### src/rtl/lfsr_pkg.sv
// Shared types and helpers for the LFSR challenge generator.
// Optional lockup recovery in the top level is enabled by defining LFSR_LOCKUP_RECOVER_EN.
package lfsr_pkg;

    // Burst controller states.
    typedef enum logic [1:0] {
        IDLE = 2'd0,
        RUN  = 2'd1,
        DONE = 2'd2
    } lfsr_state_e;

    // Widest register the next-state helper can handle.
    localparam int LFSR_MAX_W = 64;

    // One Fibonacci step: shift left and insert the parity of the tapped bits at bit 0.
    // The result is masked to 'width' bits, so callers can truncate it safely.
    function automatic logic [LFSR_MAX_W-1:0] lfsr_next(
        input logic [LFSR_MAX_W-1:0] state,
        input logic [LFSR_MAX_W-1:0] taps,
        input int                    width
    );
        logic [LFSR_MAX_W-1:0] mask;
        logic                  feedback;
        mask     = {LFSR_MAX_W{1'b1}} >> (LFSR_MAX_W - width);
        feedback = ^(state & taps & mask);
        return ((state << 1) & mask) | {{(LFSR_MAX_W-1){1'b0}}, feedback};
    endfunction

endpackage

### src/rtl/lfsr_core.sv
// LFSR state register with load and advance controls.
// Load has priority over advance; the register holds when neither is asserted.
module lfsr_core
    import lfsr_pkg::*;
#(
    parameter int               WIDTH       = 8,
    parameter logic [WIDTH-1:0] TAPS        = 8'h8E,
    parameter logic [WIDTH-1:0] RESET_VALUE = WIDTH'(1)
) (
    input  logic             clock,
    input  logic             reset,
    input  logic             load,
    input  logic [WIDTH-1:0] load_value,
    input  logic             advance,
    output logic [WIDTH-1:0] state
);

    logic [WIDTH-1:0] next_state;

    // Next LFSR value from the shared step function.
    always_comb begin
        next_state = WIDTH'(lfsr_next(LFSR_MAX_W'(state), LFSR_MAX_W'(TAPS), WIDTH));
    end

    // State register: reset to the recovery seed, then load or step.
    always_ff @(posedge clock) begin
        // NOTE: sequential state uses non-blocking assignments so every register samples pre-edge values.
        if (reset) begin
            state <= RESET_VALUE;
        end else if (load) begin
            state <= load_value;
        end else if (advance) begin
            state <= next_state;
        end
    end

endmodule

### src/rtl/lfsr_challenge_gen.sv
// LFSR challenge generator: seeds an LFSR, then issues bounded bursts of challenges over a
// valid/ready handshake with abort and a one-cycle done pulse.
// Define LFSR_LOCKUP_RECOVER_EN to replace an all-zero seed with DEFAULT_SEED and expose lockup_fixed.
module lfsr_challenge_gen
    import lfsr_pkg::*;
#(
    parameter int               WIDTH        = 8,
    parameter logic [WIDTH-1:0] TAPS         = 8'h8E,
    parameter int               CNT_W        = 16,
    parameter logic [WIDTH-1:0] DEFAULT_SEED = WIDTH'(1)
) (
    input  logic             clock,
    input  logic             reset,
    input  logic [WIDTH-1:0] seed,
    input  logic             seed_load,
    input  logic             start,
    input  logic [CNT_W-1:0] burst_len,
    input  logic             abort,
    output logic [WIDTH-1:0] challenge,
    output logic             challenge_valid,
    input  logic             challenge_ready,
    output logic             busy,
    output logic             done,
`ifdef LFSR_LOCKUP_RECOVER_EN
    output logic             lockup_fixed,
`endif
    output logic [CNT_W-1:0] issued_count
);

    lfsr_state_e      state_q, state_d;
    logic [CNT_W-1:0] remaining_q;
    logic [CNT_W-1:0] issued_q;
    logic [WIDTH-1:0] load_value;
    logic             seed_accept;
    logic             start_accept;
    logic             handshake;
    logic             last_handshake;

    // Controller commands are only honoured in IDLE; a seed load shadows a same-cycle start.
    assign seed_accept    = (state_q == IDLE) && seed_load;
    assign start_accept   = (state_q == IDLE) && start && !seed_load;
    assign handshake      = (state_q == RUN) && challenge_ready;
    assign last_handshake = handshake && (remaining_q == CNT_W'(1));

`ifdef LFSR_LOCKUP_RECOVER_EN
    // An all-zero seed would freeze the LFSR, so substitute the recovery seed.
    assign load_value = (seed == '0) ? DEFAULT_SEED : seed;
`else
    assign load_value = seed;
`endif

    lfsr_core #(
        .WIDTH       (WIDTH),
        .TAPS        (TAPS),
        .RESET_VALUE (DEFAULT_SEED)
    ) u_core (
        .clock      (clock),
        .reset      (reset),
        .load       (seed_accept),
        .load_value (load_value),
        .advance    (handshake),
        .state      (challenge)
    );

    // FSM state register.
    always_ff @(posedge clock) begin
        if (reset) begin
            state_q <= IDLE;
        end else begin
            state_q <= state_d;
        end
    end

    // Next-state decode and Moore outputs; abort outranks a same-cycle final handshake.
    always_comb begin
        // NOTE: every output of this block gets a default first so no path leaves it unassigned (no latches).
        state_d         = state_q;
        challenge_valid = 1'b0;
        busy            = 1'b0;
        done            = 1'b0;
        case (state_q)
            IDLE: begin
                if (start_accept) begin
                    state_d = (burst_len == '0) ? DONE : RUN;
                end
            end
            RUN: begin
                challenge_valid = 1'b1;
                busy            = 1'b1;
                if (abort) begin
                    state_d = IDLE;
                end else if (last_handshake) begin
                    state_d = DONE;
                end
            end
            DONE: begin
                busy    = 1'b1;
                done    = 1'b1;
                state_d = IDLE;
            end
            default: begin
                state_d = IDLE;
            end
        endcase
    end

    // Burst counters: reload on start, then track accepted challenges.
    always_ff @(posedge clock) begin
        if (reset) begin
            remaining_q <= '0;
            issued_q    <= '0;
        end else if (start_accept) begin
            remaining_q <= burst_len;
            issued_q    <= '0;
        end else if (handshake) begin
            remaining_q <= remaining_q - CNT_W'(1);
            issued_q    <= issued_q + CNT_W'(1);
        end
    end

    assign issued_count = issued_q;

`ifdef LFSR_LOCKUP_RECOVER_EN
    logic lockup_q;

    // Flag the cycle after a zero seed was replaced.
    always_ff @(posedge clock) begin
        if (reset) begin
            lockup_q <= 1'b0;
        end else begin
            lockup_q <= seed_accept && (seed == '0);
        end
    end

    assign lockup_fixed = lockup_q;
`endif

endmodule

### config.mk
export PLATFORM = sky130hd
export DESIGN_NAME = lfsr_challenge_gen
export DESIGN_NICKNAME = d
export VERILOG_FILES = /design/src/rtl/lfsr_pkg.sv /design/src/rtl/lfsr_core.sv /design/src/rtl/lfsr_challenge_gen.sv
export SDC_FILE = /design/constraint.sdc
export NUM_CORES = 1
export LEC_CHECK = 0
export ABC_AREA = 1
export CAP_MARGIN = 20
export CORE_UTILIZATION = 45
export DETAILED_ROUTE_END_ITERATION = 12
export GPL_ROUTABILITY_DRIVEN = 0
export PLACE_DENSITY_LB_ADDON = 0.2
export SLEW_MARGIN = 20
export SYNTH_ARGS = -nofsm -noshare
export SYNTH_HDL_FRONTEND = slang
export SYNTH_SLANG_ARGS = --single-unit
export TNS_END_PERCENT = 100
### constraint.sdc
create_clock -name clock -period 1.8 [get_ports clock]
set_clock_uncertainty 0.05 [all_clocks]
set_input_delay 0.36 -clock clock [delete_from_list [all_inputs] [get_ports clock]]
set_output_delay 0.36 -clock clock [all_outputs]
set_load 0.05 [all_outputs]
## After elaboration in Yosys (flattened, before gate mapping)

Index checks and enable logic that the tools add are counted.

| cells by class | value |
|---|---|
| reduce and logical (&&, ||, !) cells | 14 |
| multiply operators | 0 |
| divide/modulo/power cells | 0 |
| $add $sub $neg | 2 |
| $lt $le $gt $ge | 0 |
| shifts and indexed selects | 0 |
| bitwise logic cells | 1 |
| multiplexer cells | 12 |
| eq/ne operators | 5 |

Operators by type and width:

| kind | number |
|---|---|
| 64-bit XOR reduction | 1 |
| 16-bit 2-to-1 mux | 2 |
| 16-bit by 1-bit adder with 16-bit output (second input constant) | 1 |
| 16-bit by 1-bit == test with 1-bit output (second input constant) | 1 |
| 16-bit zero test | 1 |
| 8-bit 2-to-1 mux | 2 |
| 16-bit by 1-bit subtractor with 16-bit output (second input constant) | 1 |
| 2-bit 2-to-1 mux | 4 |
| 8-bit by 1-bit bitwise OR with 8-bit output | 1 |
| 1-bit logical AND | 5 |
| 2-bit case mux with 2 select lines | 1 |
| 2-bit nonzero test | 2 |
| 2-bit OR reduction | 2 |
| 1-bit 2-to-1 mux | 3 |
| 3-bit != test (second input constant) | 1 |
| 2-bit by 1-bit == test with 1-bit output (second input constant) | 1 |
| 2-bit == test (second input constant) | 1 |
| 2-bit zero test | 1 |
| 2-bit != test (second input constant) | 1 |
| 2-bit AND reduction | 1 |
| 1-bit zero test | 1 |

| word-level totals | value |
|---|---|
| output and inout bits | 27 |
| logic and storage cells | 38 |
| latch bits | 0 |
| flip-flop bits (word level) | 42 |
| memories kept | 0 |
| ROM bits | 0 |
| RAM bits | 0 |

## Logic depth before layout (Yosys ltp)

Gate-level depths: netlist of run 1.

| depth | value |
|---|---|
| word-level depth | 6 |
| gate-level depth with buffers | 13 |
| mapped depth without buffers | 12 |

## Cells and area by module

From an unflattened synthesis of run 1, not the netlist that was laid out.

| second synthesis, totals | value |
|---|---|
| cells, all modules | 406 |
| area total of the unflattened synthesis | 2551.2 um2 |

By module, submodules not included:

| module | cells each | sequential area each (um2) | area an instance (um2) | times used |
|---|---|---|---|---|
| lfsr_challenge_gen | 330 | 680.7 | 2094.5 | 1 |
| lfsr_core | 76 | 160.2 | 456.7 | 1 |

## Least setup slack after synthesis of run 1

OpenSTA, ideal clock, no wires.

| path | value |
|---|---|
| kind | register -> register |
| start point | reg state_q[1] |
| end point | reg issued_q[5] (netlist: issued_count[5]) |
| setup time | 0.117 ns |
| required time | 1.633 ns |
| setup slack | -0.157 ns |
| path buffers | 1 |
| cell stages (with the launch flop) | 10 |
| arrival | 1.790 ns |
| path through | dfxtp_1 > inv_1 > ha_1 > nand2_1 > buf_2 > nor2_1 > nand3_1 > nor2_1 > xor2_1 > nor2_1 |

| between the ends | value |
|---|---|
| cells in the longest elaborated chain, start to end | 4 |
| elaborated cells between the ends (all ways) | 6 |
| those cells by class | eq/ne: 1; reduce/logical: 5 |

Ends and longest elaborated chain:

| item | line | source |
|---|---|---|
| from (decl) | lfsr_challenge_gen.sv:30 | `lfsr_state_e state_q, state_d;` |
| from (signal assigned) | lfsr_challenge_gen.sv:70 | `state_q <= state_d;` |
| 2-bit zero test | lfsr_challenge_gen.sv:41 | `assign start_accept = (state_q == IDLE) && start && !seed_load;` |
| 1-bit logical AND (2 in a row) | lfsr_challenge_gen.sv:41 |  |
| 2-bit OR reduction (no line) | -- |  |
| to (signal assigned) | lfsr_challenge_gen.sv:117 | `issued_q <= issued_q + CNT_W'(1);` |
| to (decl) | lfsr_challenge_gen.sv:32 | `logic [CNT_W-1:0] issued_q;` |

Several ways; a longest one is shown, not always the timed one.
A chain may end at the register's enable or synchronous reset.

## Worst setup path in the final report of run 1

| path | value |
|---|---|
| start point | reg state_q[1] |
| end point | reg state_q[1] |

| between the ends | value |
|---|---|
| cells in the longest elaborated chain, start to end | 5 |
| elaborated cells between the ends (all ways) | 10 |
| those cells by class | eq/ne: 3; mux: 1; reduce/logical: 6 |

Ends and longest elaborated chain:

| item | line |
|---|---|
| 2-bit by 1-bit == test with 1-bit output / 2-bit zero test (equally long branches) | lfsr_challenge_gen.sv:42, lfsr_challenge_gen.sv:81, lfsr_challenge_gen.sv:41 |
| 1-bit logical AND (on tied branches) | lfsr_challenge_gen.sv:42, lfsr_challenge_gen.sv:41 |
| 1-bit logical AND (on tied branches) | lfsr_challenge_gen.sv:43, lfsr_challenge_gen.sv:41 |
| 3-bit != test (no line) / 2-bit != test (equally long branches) | -- |
| 2-bit AND reduction (no line) | -- |

Several ways; a longest one is shown, not always the timed one.

==> reports/results.tsv, run 1 <==
metric	value	unit
dr_total_vias	2609	
numCtsBuffers	5	
final_area	3360	um^2
hold_violations	0	
powerDensity	1320	nW/um^2
synth.avg_cell_area	6.40	um^2
synth_common_cells	nand2_1, inv_1, nor2_1	
yosysMostFrequentCell	nand2_1	
drc	0	
ys_seq_elements	42	
clockBufferDepth	2	
die_h	75.6	um
cp_common_cell	nand2_1	
setup_violations	0	
core_area	5170	um^2
synth_area_leaders	dfxtp_1, nand2_1, nand3_1	
antenna_found_initial	0	
synth_flop_cell	dfxtp_1	
die-area	5720	um^2
wl_met1	2690	um
postCtsSetupBuffers	0	
ys_warn_count	0	
finalNonFillerCells	529	
synth_fp_nets	417	
preCtsSetupSlack	-0.202	ns
syn2layout_area_growth	37.9	%
cts_resized	0	
hold_slack	0.449	ns
status	completed	
yosysTopAreaCell	dfxtp_1	
worst_slack	0.168	ns
yosysTopAreaCellShare	34.5	%
drt_pass1_iterations	4	
required	1.98	ns
ant_nets	0	
slowest_stage	dfxtp_1	
routed-wl-met2	2930	um
crit_path_max_incr_delay	0.32	ns
clkTransAtPathRegs	0.08	ns
r2r_slack	0.17	ns
io_pins	57	
maxCapViolations	0	
cts_sinks	42	
track_usage	23.1	%
root_buffer	clkbuf_8	
worst_pin_slew	0.363	ns
topRoutingLayerUsed	met4	
finalMaxSlewViolations	0	
grt_overflow	0	
start_util	47.1	%
grt_max_degree	14	
p_leak	1.49	nW
ir_worst_vdd	1160	uV
min_period	1.63	ns
routedWlPerCell	11.5	um
synth_cell_type_count	27	
min_path_type	register to register	
grt_pass1_wl	10000	um
synth-edff-count	0	
cts_tree	yes	
hpwlAfterDp	4790	um
fin_nets	494	
drt-initial-drc-count	90	
end_kind	register	
placed_cells	521	
diodes	0	
syn_area	2440	um^2
fmax	0.613	GHz
syn_inst	381	
viasPerCell	4.93	
postCtsHoldBufs	0	
arrival	1.81	ns
worstPathMaxFanout	7	
wl	6070	um
die_w	75.6	um
fp-row-count	26	
htree_levels	2	
fin_crit_sh	90.7	%
wl_met3	342	um
dpl-instance-area	3180	um^2
async_reset_ff_share	0	%
numPortBuffers	56	
start_kind	register	
critPathKind	register to register	
path_cells	inv_1 -> ha_2 -> nand2_2 -> inv_1 -> buf_4 -> nand3_1 -> nor2_1 -> nand2_1 -> nand2_1 -> nand2_1 -> nand2_1 -> nand2_1 -> nor2_1	
drive_above_1_share	16.1	%
clk_latency	0.29	ns
grt_pass1_vias	2349	
yosysSeqAreaShare	34.5	%
maxSlewHeadroom	75.8	%
==> stage by stage <==
| stage | power (mW) | util (%) | TNS, ns |
|---|---|---|---|
| global route | 4.80 | 65.0 | -0.0155 |
| floorplan | 2.79 | - | 0 |
| finish | 4.45 | 65.0 | 0 |
| detailed placement | 3.52 | 61.5 | -2.16 |
| CTS | 4.46 | 64.3 | 0 |
| global placement | 3.47 | 61.5 | -1.38 |
==> routing by layer <==
| layer | track usage (%) | vias to the layer above |
|---|---|---|
| met5 | 0 | - |
| met4 | 10.3 | 0 |
| met3 | 4.23 | 11 |
| met2 | 39.2 | 73 |
| met1 | 28.7 | 1160 |
| li1 | - | 1365 |
==> critical path: cells and delay by family (launching register included) <==
family	cells	cell delay, ns
AND/OR/NAND/NOR	9	0.70
adder cells (fa/ha/maj)	1	0.20
buffers and inverters	3	0.31
flip-flops	1	0.32
==> worst paths after layout <==
kind	cells after the start	to	startpoint
max	13	state_q[1]	state_q[1]
max reg2reg	13	state_q[1]	state_q[1]
min	2	u_core.state[5]	u_core.state[5]
min reg2reg	2	u_core.state[5]	u_core.state[5]
==> layout make-up <==
cell class              instances  area, um^2
repair buffers                 78         708
flip-flops and latches         42         841
multi-input cells             273        1370
fillers                       467        1810
well taps                      70        87.6
clock buffers                   6        82.6
clock inverters                 2        60.1
inverters                      58         218
==> kinds of logic (layout without fill, tap and decap cells) <==
family	after synthesis	count (layout)	synth area share (%)
flip-flops	42	42	34.5
XOR/XNOR	10	10	3.59
buffers and inverters	66	144	11.2
AO/OA/AOI/OAI	60	60	13.5
adder cells (fa/ha/maj)	6	6	3.08
AND/OR/NAND/NOR	197	197	34.2
==> cells in the final DEF, fill, tap and decap left out, types with 7 or more instances in the layout <==
cell type        netlist  layout
inv_1                 56      56
nand3_1               43      41
dfxtp_1               42      42
nor2_1                51      48
nand2_1               91      90
a31oi_1                7       7
a21oi_1               27      27
o21ai_0               12      12
buf_4                  2      45
clkdlybuf4s50_1        0      29
==> state kept, by name (all words and copies together) (netlist names) <==
name	flops
issued_count	16
remaining_q	16
u_core.state	8
state_q	2
==> power by group <==
| part | total [mW] | switching [mW] | internal (mW) |
|---|---|---|---|
| combinational | 2.30 | 1.39 | 0.912 |
| sequential | 1.23 | 0.143 | 1.09 |
| clock | 0.916 | 0.324 | 0.592 |
| total | 4.45 | 1.85 | 2.59 |
Power figures use the tool's default switching activity.
==> inputs of run 2 (changes only) <==
--- a/config.mk
+++ b/config.mk
@@ -7,10 +7,13 @@
 export LEC_CHECK = 0
 export ABC_AREA = 1
 export CAP_MARGIN = 20
-export CORE_UTILIZATION = 45
+export CELL_PAD_IN_SITES_DETAIL_PLACEMENT = 0
+export CELL_PAD_IN_SITES_GLOBAL_PLACEMENT = 1
+export CORE_UTILIZATION = 34
 export DETAILED_ROUTE_END_ITERATION = 12
 export GPL_ROUTABILITY_DRIVEN = 0
 export PLACE_DENSITY_LB_ADDON = 0.2
+export RECOVER_POWER = 50
 export SLEW_MARGIN = 20
 export SYNTH_ARGS = -nofsm -noshare
 export SYNTH_HDL_FRONTEND = slang
==> reports/results.tsv, run 2 (same netlist as run 1, synthesis figures left out) <==
metric	value	unit	change
status	completed		unchanged
p_switching	1.89	mW	was 1.85 mW
antenna_found_initial	0		unchanged
syn2layout_area_growth	33.7	%	was 37.9%
hpwlAfterDp	5060	um	was 4790 um
worst_pin_slew	0.607	ns	was 0.363 ns
drt-initial-drc-count	95		was 90
comb_power_share	54.4	%	was 51.7%
maxSlewHeadroom	59.7	%	was 75.8%
clockBufferDepth	2		unchanged
internal_power	2.26	mW	was 2.59 mW
start_util	35.5	%	was 47.1%
final.setup.tns	0	ns	unchanged
fmax	0.592	GHz	was 0.613 GHz
p_leak	1.39	nW	was 1.49 nW
crit_path_max_incr_delay	0.41	ns	was 0.32 ns
drt_pass1_iterations	4		unchanged
clkPwrFrac	15.9	%	was 20.6%
cts_tree	yes		unchanged
die_w	86.7	um	was 75.6 um
numCtsBuffers	5		unchanged
setup_violations	0		unchanged
hold_violations	0		unchanged
final_common_cell	nand2_1		unchanged
clk_latency	0.30	ns	was 0.29 ns
finalMaxSlewViolations	0		unchanged
cts_resized	0		unchanged
critPathKind	register to output pin		was register to register
most-common-layout-cells	nand2_1, inv_1, nor2_1		unchanged
io_pins	57		unchanged
switching_share	45.5	%	was 41.7%
path_cells	inv_1 -> ha_1 -> buf_12		was inv_1 -> ha_2 -> nand2_2 -> inv_1 -> buf_4 -> nand3_1 -> nor2_1 -> nand2_1 -> nand2_1 -> nand2_1 -> nand2_1 -> nand2_1 -> nor2_1
arrival	1.28	ns	was 1.81 ns
wl	6400	um	was 6070 um
worst_slack	0.110	ns	was 0.168 ns
power	4.14	mW	was 4.45 mW
ir_worst_vdd	1040	uV	was 1160 uV
rsz0062_at_grt	false		
start_kind	register		unchanged
dr_total_vias	2543		was 2609
htree_levels	2		unchanged
fp-row-count	30		was 26
finalNonFillerCells	559		was 529
core_area	6870	um^2	was 5170 um^2
die_h	86.7	um	was 75.6 um
grt_pass1_vias	2315		was 2349
powerDensity	1270	nW/um^2	was 1320 nW/um^2
path_buf_inv	2		was 3
utilization	47.5	%	was 65.0%
min_period	1.69	ns	was 1.63 ns
preCtsSetupSlack	-0.166	ns	was -0.202 ns
grt_max_degree	14		unchanged
ant_nets	0		unchanged
cp_top_family	flip-flops		was simple AND/OR/NAND/NOR gates
die-area	7520	um^2	was 5720 um^2
min_path_type	register to register		unchanged
numPortBuffers	56		unchanged
drc	0		unchanged
fin_nets	498		was 494
track_usage	18.1	%	was 23.1%
grt_pass1_wl	10700	um	was 10000 um
clkTransAtPathRegs	0.09	ns	was 0.08 ns
diodes	0		unchanged
root_buffer	clkbuf_8		unchanged
cts_sinks	42		unchanged
routedWlPerCell	11.5	um	about the same
viasPerCell	4.55		was 4.93
fin_crit_sh	93.9	%	was 90.7%
maxCapViolations	0		unchanged
placed_cells	551		was 521
drive_above_1_share	11.9	%	was 16.1%
required	1.39	ns	was 1.98 ns
p_seq_share	29.7	%	was 27.7%
postCtsSetupBuffers	0		unchanged
end_kind	output pin		was register
slowest_stage	dfxtp_1		unchanged
postCtsHoldBufs	0		unchanged
worstPathMaxFanout	3		was 7
grt_overflow	0		unchanged
run 2: cell type report:
class | count | area [um^2]
Fill cell | 753 | 3610
Multi-Input combinational cell | 273 | 1360
Sequential cell | 42 | 841
Timing Repair Buffer | 82 | 632
Inverter | 58 | 218
Tap cell | 96 | 120
Clock buffer | 6 | 82.6
Clock inverter | 2 | 12.5
run 2: path summary, 6_finish.rpt:
check | cells past startpoint | slack (ns) | end | start
worst max-delay path | 3 | 0.11 | busy | state_q[0]
worst min register to register | 2 | 0.45 | issued_count[12] | issued_count[12]
worst min-delay path | 2 | 0.45 | issued_count[12] | issued_count[12]
worst max register to register | 10 | 0.17 | remaining_q[1] | state_q[0]
run 2: metrics by stage:
stage	area (um^2)	hold WS, ns
after floorplan	2440	0.435
after global placement	3230	0.423
after detailed placement	3230	0.437
after CTS	3330	0.451
after global routing	3260	0.476
final	3260	0.447
run 2: routing by layer:
layer	up-vias	track usage [%]	routed length [um]
li1	1378	-	-
met1	1119	25.7	3410
met2	39	28.1	2740
met3	7	3.05	186
met4	0	5.15	70
met5	-	0	0
run 2: tightest hold or removal path, delay by kind of cell, from the launching register on:
family | cells | cell delay [ns]
flops | 1 | 0.34
compound gates | 1 | 0.05
simple gates | 1 | 0.07
run 2: power groups by stage:
| stage | combinational, mW | clock, mW | sequential, mW |
|---|---|---|---|
| finish | 2.26 | 0.657 | 1.23 |
| floorplan | 1.39 | 0 | 1.41 |
| global placement | 2.29 | 0 | 1.25 |
| detailed placement | 2.29 | 0 | 1.25 |
| global route | 2.53 | 0.724 | 1.26 |
| CTS | 2.30 | 0.679 | 1.23 |
==> inputs of run 3 (changes only) <==
--- a/config.mk
+++ b/config.mk
@@ -7,11 +7,12 @@
 export LEC_CHECK = 0
 export ABC_AREA = 1
 export CAP_MARGIN = 20
-export CELL_PAD_IN_SITES_DETAIL_PLACEMENT = 0
-export CELL_PAD_IN_SITES_GLOBAL_PLACEMENT = 1
-export CORE_UTILIZATION = 34
+export CELL_PAD_IN_SITES_DETAIL_PLACEMENT = 1
+export CELL_PAD_IN_SITES_GLOBAL_PLACEMENT = 2
+export CORE_UTILIZATION = 28
 export DETAILED_ROUTE_END_ITERATION = 12
 export GPL_ROUTABILITY_DRIVEN = 0
+export HOLD_SLACK_MARGIN = 0.15
 export PLACE_DENSITY_LB_ADDON = 0.2
 export RECOVER_POWER = 50
 export SLEW_MARGIN = 20
==> constraint.sdc (replaced) <==
create_clock -name clock -period 2.1 [get_ports clock]
set_clock_uncertainty 0.05 [all_clocks]
set_input_delay 0.42 -clock clock [delete_from_list [all_inputs] [get_ports clock]]
set_output_delay 0.42 -clock clock [all_outputs]
set_load 0.05 [all_outputs]
==> reports/results.tsv, run 3 (same netlist as run 1, synthesis figures left out) <==
metric	value	unit	change
cp_top_family	buffers and inverters		was flip-flops
io_pins	57		unchanged
multi_input_area	1320	um^2	was 1360 um^2
wl	7490	um	was 6400 um
routedWlPerCell	13.6	um	was 11.5 um
required	1.63	ns	was 1.39 ns
syn2layout_area_growth	33.0	%	was 33.7%
die_w	95.3	um	was 86.7 um
clk_latency	0.29	ns	was 0.30 ns
numCtsBuffers	5		unchanged
grt_pass1_vias	2697		was 2315
antenna_found_initial	0		unchanged
core_area	8340	um^2	was 6870 um^2
critPathKind	register to output pin		unchanged
final.setup.tns	0	ns	unchanged
fin_crit_sh	96.3	%	
cts_sinks	42		unchanged
most-common-layout-cells	nand2_1, inv_1, nor2_1, clkdlybuf4s50_1, nand3_1		was nand2_1, inv_1, nor2_1
maxSlewHeadroom	60.9	%	was 59.7%
final_common_cell	nand2_1		unchanged
path_buf_inv	1		was 2
hold_violations	0		unchanged
worst_slack	0.0781	ns	was 0.110 ns
hpwlAfterDp	5850	um	was 5060 um
finalMaxSlewViolations	0		unchanged
regArea	841	um^2	unchanged
status	completed		unchanged
cts_resized	0		unchanged
maxCapViolations	0		unchanged
slowest_stage	clkdlybuf4s50_1		was dfxtp_1
die-area	9090	um^2	was 7520 um^2
grt_overflow	0		unchanged
end_kind	output pin		unchanged
die_h	95.3	um	was 86.7 um
preCtsSetupSlack	0.0309	ns	was -0.166 ns
ir_worst_vdd	557	uV	was 1040 uV
htree_levels	2		unchanged
diodes	0		unchanged
postCtsSetupBuffers	0		unchanged
worstPathMaxFanout	5		was 3
min_period	2.02	ns	
grt_max_degree	16		was 14
arrival	1.55	ns	was 1.28 ns
drc	0		unchanged
clockBufferDepth	2		unchanged
drt-initial-drc-count	86		was 95
viasPerCell	4.70		was 4.55
powerDensity	1100	nW/um^2	was 1270 nW/um^2
path_cells	clkdlybuf4s50_1		was inv_1 -> ha_1 -> buf_12
dr_total_vias	2597		was 2543
drt_pass1_iterations	4		unchanged
worst_pin_slew	0.589	ns	was 0.607 ns
postCtsHoldBufs	0		unchanged
setup_violations	0		unchanged
start_kind	register		unchanged
numPortBuffers	56		unchanged
rsz0062_at_grt	false		unchanged
fin_nets	483		was 498
clkTransAtPathRegs	0.09	ns	about the same
p_leak	1.35	nW	was 1.39 nW
min_path_type	register to register		unchanged
fp-row-count	33		was 30
root_buffer	clkbuf_8		unchanged
track_usage	18.1	%	about the same
start_util	29.2	%	was 35.5%
fill_cells	1100		was 753
cts_tree	yes		unchanged
ant_nets	0		unchanged
fmax	0.495	GHz	
utilization	38.9	%	was 47.5%
grt_pass1_wl	12800	um	was 10700 um
drive_above_1_share	6.03	%	was 11.9%
crit_path_max_incr_delay	0.84	ns	was 0.41 ns
[run 3: area by class of cell]
| class | count | area share [%] |
|---|---|---|
| Timing Repair Buffer | 67 | 19.2 |
| Clock buffer | 5 | 2.12 |
| Multi-Input combinational cell | 273 | 40.6 |
| Sequential cell | 42 | 25.9 |
| Clock inverter | 3 | 1.39 |
| Inverter | 58 | 6.71 |
| Tap cell | 105 | 4.05 |
[run 3: metrics by stage]
stage               instance area (um^2)  power, mW  instances  hold slack [ns]
floorplan                           2440       2.39        381            0.430
global placement                    3150       2.91        545            0.428
detailed placement                  3150       2.93        545            0.432
CTS                                 3260       3.64        553            0.446
global route                        3240       3.87        553            0.461
finish                              3240       3.55        553            0.438
[run 3: worst reg2reg max path, cell delays in order, from the launching register on]
cell and delay, ns:
dfxtp_1 0.37, inv_1 0.07, ha_1 0.26, nand2_1 0.18
nor2_8 0.08, inv_2 0.07, buf_2 0.32, nand2_1 0.15
nand2_1 0.12, nand2_1 0.06, nand2_1 0.05, nor2_1 0.05
[run 3: layer usage]
metal	share of wire, %	wire length (um)	vias up	GRT usage, %
met5	0	0	-	0
met1	52	3920	1212	25.6
met4	0.40	30	0	3.41
li1	-	-	1345	-
met2	45	3360	38	29.3
met3	2.5	185	2	2.47
[run 3: final timing paths]
check / startpoint / end / slack, ns / cells after the start
min: u_core.state[5] / u_core.state[5] / 0.44 / 2
max reg2reg: state_q[0] / state_q[1] / 0.18 / 11
min reg2reg: u_core.state[5] / u_core.state[5] / 0.44 / 2
max: issued_count[1] / issued_count[1] / 0.08 / 1
[run 3: where the power goes]
part	total, mW	switching, mW	internal [mW]	leakage [nW]
sequential	1.06	0.125	0.933	0.342
combinational	1.82	1.22	0.607	0.957
clock	0.674	0.319	0.354	0.0504
